<file path="src/rtl/fetch_unit.sv">
// fetch_unit: single-issue instruction fetch stage.
// Requests words from instruction memory, delivers them through a one-entry
// output register, parks one early response in a pending buffer while the
// consumer stalls, and handles redirects, including one that arrives while a
// memory request is still outstanding.
//
// Ports:
//   clk, reset              clock, asynchronous active-high reset
//   stall                   consumer not accepting; output register holds
//   redirect, redirect_pc   taken branch/jump and its target
//   mem_req, mem_addr       instruction memory request and word address
//   mem_ready, mem_data     memory response strobe and instruction word
//   instr, op_code, funct   delivered instruction and its decoded fields
//   pc_out, pc_plus4        address of instr and the following address
//   valid                   instr holds a live instruction
module fetch_unit #(
    parameter logic [31:0] RESET_PC = 32'h0040_0000
) (
    input  logic        clk,
    input  logic        reset,
    input  logic        stall,
    input  logic        redirect,
    input  logic [31:0] redirect_pc,
    output logic        mem_req,
    output logic [31:0] mem_addr,
    input  logic        mem_ready,
    input  logic [31:0] mem_data,
    output logic [31:0] instr,
    output logic [5:0]  op_code,
    output logic [5:0]  funct,
    output logic [31:0] pc_out,
    output logic [31:0] pc_plus4,
    output logic        valid
);

    typedef enum logic [1:0] {StIdle, StFetch, StHold, StDrain} state_t;

    state_t      state_q, state_d;
    logic [31:0] pc_q;
    logic [31:0] drain_addr_q;   // address of the request being drained
    logic [31:0] instr_q, pc_out_q;
    logic        valid_q;
    logic [31:0] pend_instr_q, pend_pc_q;
    logic [31:0] redirect_tgt;

    assign redirect_tgt = redirect_pc & ~32'h0000_0003;

    // State register
    always_ff @(posedge clk or posedge reset) begin
        if (reset) begin
            state_q <= StIdle;
        end else begin
            state_q <= state_d;
        end
    end

    // Next-state logic; redirect takes priority over stall and mem_ready
    always_comb begin
        state_d = state_q;
        case (state_q)
            StIdle:  state_d = StFetch;
            StFetch: begin
                if (redirect) begin
                    // An outstanding request cannot be aborted, so drain it
                    state_d = mem_ready ? StFetch : StDrain;
                end else if (mem_ready && stall) begin
                    state_d = StHold;
                end
            end
            StHold:  if (redirect || !stall) state_d = StFetch;
            StDrain: if (mem_ready) state_d = StFetch;
            default: state_d = StIdle;
        endcase
    end

    // Outputs of the FSM
    always_comb begin
        mem_req  = 1'b0;
        mem_addr = pc_q;
        case (state_q)
            StFetch: mem_req = 1'b1;
            StDrain: begin
                mem_req  = 1'b1;
                mem_addr = drain_addr_q;
            end
            default: ;
        endcase
    end

    // Datapath: pc, output register and pending buffer
    always_ff @(posedge clk or posedge reset) begin
        if (reset) begin
            pc_q         <= RESET_PC;
            drain_addr_q <= RESET_PC;
            instr_q      <= '0;
            pc_out_q     <= '0;
            valid_q      <= 1'b0;
            pend_instr_q <= '0;
            pend_pc_q    <= '0;
        end else begin
            case (state_q)
                StIdle: if (redirect) pc_q <= redirect_tgt;
                StFetch: begin
                    if (redirect) begin
                        pc_q    <= redirect_tgt;
                        valid_q <= 1'b0;
                        if (!mem_ready) drain_addr_q <= pc_q;
                    end else if (mem_ready) begin
                        pc_q <= pc_q + 32'd4;
                        if (stall) begin
                            // Output register is occupied; park the word
                            pend_instr_q <= mem_data;
                            pend_pc_q    <= pc_q;
                        end else begin
                            instr_q  <= mem_data;
                            pc_out_q <= pc_q;
                            valid_q  <= 1'b1;
                        end
                    end else if (!stall) begin
                        // Consumer took the old word and nothing replaces it
                        valid_q <= 1'b0;
                    end
                end
                StHold: begin
                    if (redirect) begin
                        // Pending entry is dropped by simply not using it
                        pc_q    <= redirect_tgt;
                        valid_q <= 1'b0;
                    end else if (!stall) begin
                        instr_q  <= pend_instr_q;
                        pc_out_q <= pend_pc_q;
                        valid_q  <= 1'b1;
                    end
                end
                StDrain: if (redirect) pc_q <= redirect_tgt;
                default: ;
            endcase
        end
    end

    assign instr    = instr_q;
    assign pc_out   = pc_out_q;
    assign valid    = valid_q;
    assign op_code  = instr_q[31:26];
    assign funct    = instr_q[5:0];
    assign pc_plus4 = pc_out_q + 32'd4;

endmodule

</file>
<file path="config.mk">
export PLATFORM = sky130hd
export DESIGN_NAME = fetch_unit
export DESIGN_NICKNAME = d
export VERILOG_FILES = /design/src/rtl/fetch_unit.sv
export SDC_FILE = /design/constraint.sdc
export NUM_CORES = 1
export LEC_CHECK = 0
export CAP_MARGIN = 10
export CELL_PAD_IN_SITES_DETAIL_PLACEMENT = 0
export CELL_PAD_IN_SITES_GLOBAL_PLACEMENT = 1
export CORE_MARGIN = 2
export CORE_UTILIZATION = 43
export CTS_BUF_LIST = sky130_fd_sc_hd__clkbuf_16
export CTS_CLUSTER_DIAMETER = 50
export DETAILED_ROUTE_END_ITERATION = 8
export GPL_ROUTABILITY_DRIVEN = 0
export HOLD_SLACK_MARGIN = 0.02
export PLACE_DENSITY_LB_ADDON = 0.08
export SLEW_MARGIN = 0
export SYNTH_ARGS = -nofsm -noshare
export SYNTH_HDL_FRONTEND = slang
export SYNTH_SLANG_ARGS = --single-unit
</file>
<file path="constraint.sdc">
create_clock -name clk -period 9.25 [get_ports clk]
set_clock_uncertainty 0.05 [all_clocks]
set_input_delay 0.925 -clock clk [delete_from_list [all_inputs] [get_ports clk]]
set_output_delay 0.925 -clock clk [all_outputs]
set_load 0.02 [all_outputs]
</file>
==> impl_metrics.env <==
export IMPL_tritoncts_num_buffers=17
export IMPL_power_leakage_nw=4.86
export IMPL_crit_slowest_cell="sky130_fd_sc_hd__clkdlybuf4s50_1"
export IMPL_hold_viol=0
export IMPL_io_pin_count=211
export IMPL_cts_repair_resized=0
export IMPL_globalRoute_totalOverflow=0
export IMPL_ctsHoldBuffers=0
export IMPL_multiInputGateArea_mm2=0.00425
export IMPL_drc=0
export IMPL_drtIter0Drc=289
export IMPL_setup_worst_path_class="reg2out"
export IMPL_io_buffers=202
export IMPL_hpwlAfterDp_mm=14.9
export IMPL_grt_total_usage_pct=19.2
export IMPL_clock_tree_from_tritoncts="done"
export IMPL_num_nets_final=1084
export IMPL_number_of_distinct_library_cells_after_synthesis=44
export IMPL_timing_fmax_ghz=0.244
export IMPL_yosysWarningCount=0
export IMPL_path_cells="ha_1 > and4_1 > nor3b_4 > nand2_1 > nor3_1 > xnor2_1 > clkdlybuf4s50_1"
export IMPL_drt_pre_antenna_iters=4
export IMPL_layout_cells_sized_above_1_pct=17.6
export IMPL_drt_total_wl_mm=21.6
export IMPL_synthArstFlopShare_pct=100
export IMPL_start_util_pct=44.1
export IMPL_setup_violations=0
export IMPL_n_fill_cell=1951
export IMPL_ys_top_cells_by_area="sky130_fd_sc_hd__dfrtp_1, sky130_fd_sc_hd__mux2_2, sky130_fd_sc_hd__mux2i_1"
export IMPL_cts_sinks=187
export IMPL_synth_seq_area_share_pct=50.0
export IMPL_critPathMaxFanout=6
export IMPL_placed_instances=1265
export IMPL_insertion_delay_ps=430
export IMPL_cp_slowest_stage_delay_ps=630
export IMPL_final_min_period_over_clock_period_pct=44.4
export IMPL_floorplan_die_width_um=152
export IMPL_chipHeight_um=152
export IMPL_postSynthCellCount=852
export IMPL_endpoint_type_of_the_worst_setup_path="primary output"
export IMPL_power_density_mw_per_mm2=326
export IMPL_antenna_cells_inserted=0
export IMPL_peakVddDrop_v=0.000151
export IMPL_synth_edf_count=0
export IMPL_synth_seq_cells=187
export IMPL_final_instance_count_excl_fill=1296
export IMPL_max_slew_headroom_pct=41.1
export IMPL_finalWorstPathRequiredPeriod_ps=4110
export IMPL_unrepaired_setup_endpoints_after_global_routing="no"
export IMPL_worstPathRequired_ps=8280
export IMPL_fp_coreArea_mm2=0.0212
export IMPL_outcome="completed"
export IMPL_grt_first_pass_wirelength_mm=34.1
export IMPL_final_setup_tns_ps=0
export IMPL_grt_max_degree=120
export IMPL_area_of_the_die_mm2=0.0230
export IMPL_area_growth_pct=27.6
export IMPL_yosys_area_top_type_share_pct=49.4
export IMPL_seq_area_mm2=0.00468
export IMPL_design_power_w=0.00389
export IMPL_synthDominantAreaCellType="sky130_fd_sc_hd__dfrtp_1"
export IMPL_path_clk_slew_ps=60
export IMPL_worst_slew_pin_transition_ps=884
export IMPL_ant_nets=0
export IMPL_syn_mean_instance_area_um2=11.0
export IMPL_routed_via_count=6558
export IMPL_vias_per_cell=5.06
export IMPL_root_buffer="sky130_fd_sc_hd__clkbuf_16"
export IMPL_synthesis_area_mm2=0.00937
export IMPL_final_setup_worst_slack_ps=5140
export IMPL_wire_per_inst_um=16.6
export IMPL_ctsLongestPathBuffers=2
export IMPL_worst_ep_arrival_time_ps=3130
export IMPL_postCtsSetupBuffers=0
export IMPL_number_of_antenna_violations_at_the_first_check_in_global_routing=3
export IMPL_dp_worst_setup_slack_ps=5560
export IMPL_worstHoldPathType="reg2reg"
export IMPL_critPathLaunchType="register"
export IMPL_rows=53
export IMPL_via_count_of_the_first_global_routing_pass=6361
export IMPL_htree_num_levels=4
export IMPL_yosys_most_used_dff="sky130_fd_sc_hd__dfrtp_1"
export IMPL_crit_buf_inv=1
export IMPL_slew_viol_final=0
export IMPL_maxCapViolations=0
export IMPL_critPathTopFamily="simple AND/OR/NAND/NOR gates"
cell usage in the layout (no fill, tap or decap), types with 6 or more instances in the layout:
cell                              synthesis  routed
sky130_fd_sc_hd__and3_1                   6       6
sky130_fd_sc_hd__buf_4                   21       7
sky130_fd_sc_hd__clkbuf_16                0      17
sky130_fd_sc_hd__clkdlybuf4s50_1          0     201
sky130_fd_sc_hd__conb_1                   1       6
sky130_fd_sc_hd__dfrtp_1                185     185
sky130_fd_sc_hd__inv_1                   15      14
sky130_fd_sc_hd__mux2_2                 118     118
sky130_fd_sc_hd__mux2i_1                 64      64
sky130_fd_sc_hd__nand2_1                123     123
sky130_fd_sc_hd__nand3_1                 22      22
sky130_fd_sc_hd__nand4_1                 18      18
sky130_fd_sc_hd__nor2_1                  17      17
sky130_fd_sc_hd__nor3_1                  10      10
sky130_fd_sc_hd__nor4_2                   6       6
sky130_fd_sc_hd__o21ai_0                 92      92
sky130_fd_sc_hd__xnor2_1                 36      36
sky130_fd_sc_hd__xor2_1                  20      20
area by class of cell:
| type | count | area share [%] |
|---|---|---|
| repair buffers | 209 | 17.3 |
| flip-flops and latches | 187 | 39.2 |
| clock buffers | 17 | 3.56 |
| well taps | 275 | 2.88 |
| multi-input cells | 579 | 35.6 |
| inverters | 15 | 0.534 |
| clock inverters | 14 | 0.953 |
worst register-to-register path, delay by kind of cell, from the launching register on:
family,cells,cell delay [ps]
fa+ha+maj,1,320
flops,1,440
buf+inv,3,630
simple gates,1,800
mux,1,350
metal layers:
layer	track usage, %	up-vias	part of all wire [%]	wire (um)
met1	26.0	3146	46	9840
met4	4.63	4	0.96	208
met3	4.67	21	6.1	1310
li1	-	3229	-	-
met5	0	-	0.13	27
met2	31.3	158	47	10200
cells in the mapped netlist, drive strengths merged, types with 4 or more instances:
cell	instances
mux2i	64
xor2	20
dfrtp	185
xnor2	36
nand2	123
nor2	17
mux2	118
ha	6
buf	53
nor3	13
inv	15
o21ai	97
and3	6
nand3	24
nand4	19
nor4	8
clkbuf	23
or3	4
registers in the layout, indices dropped and copies added (netlist names):
name	flops
pend_pc_q	30
valid	1
instr	32
pc_q	30
state_q	2
drain_addr_q	30
pc_out	30
pend_instr_q	32
logic make-up after synthesis:
| logic type | synth area share [%] |
|---|---|
| flip-flops | 50.0 |
| multiplexers | 21.0 |
| adder cells (fa/ha/maj) | 0.801 |
| XOR/XNOR | 5.24 |
| AND/OR/NAND/NOR | 12.3 |
| buffers and inverters | 5.01 |
| AO/OA/AOI/OAI | 5.64 |
| other | 0.0400 |
per-stage QoR:
step	hold slack, ps	util (%)	area (um2)
final	432	56.3	12000
after global routing	459	56.3	12000
after CTS	435	56.3	12000
after detailed placement	420	53.8	11400
after global placement	414	53.8	11400
after floorplan	400	-	9390
report_power, final:
| part | leakage (nW) | internal [W] | total (W) | switching, W |
|---|---|---|---|---|
| clock network | 0.262 | 0.000350 | 0.000686 | 0.000336 |
| registers | 2.29 | 0.00117 | 0.00145 | 0.000273 |
| logic | 2.31 | 0.000901 | 0.00176 | 0.000861 |
| total | 4.86 | 0.00242 | 0.00389 | 0.00147 |
worst paths after layout:
kind | end | slack, ps | cells after the start | from
min in group asynchronous | instr[28] | 980 | 2 | reset
worst max-delay path | pc_plus4[24] | 5140 | 7 | pc_out[2]
worst max register to register | pend_pc_q[28] | 6540 | 6 | state_q[1]
worst min register to register | drain_addr_q[27] | 430 | 2 | drain_addr_q[27]
max in group asynchronous | pc_out[9] | 6780 | 3 | reset
worst min-delay path | drain_addr_q[27] | 430 | 2 | drain_addr_q[27]
Note: power is estimated with default switching activity, not from simulation.
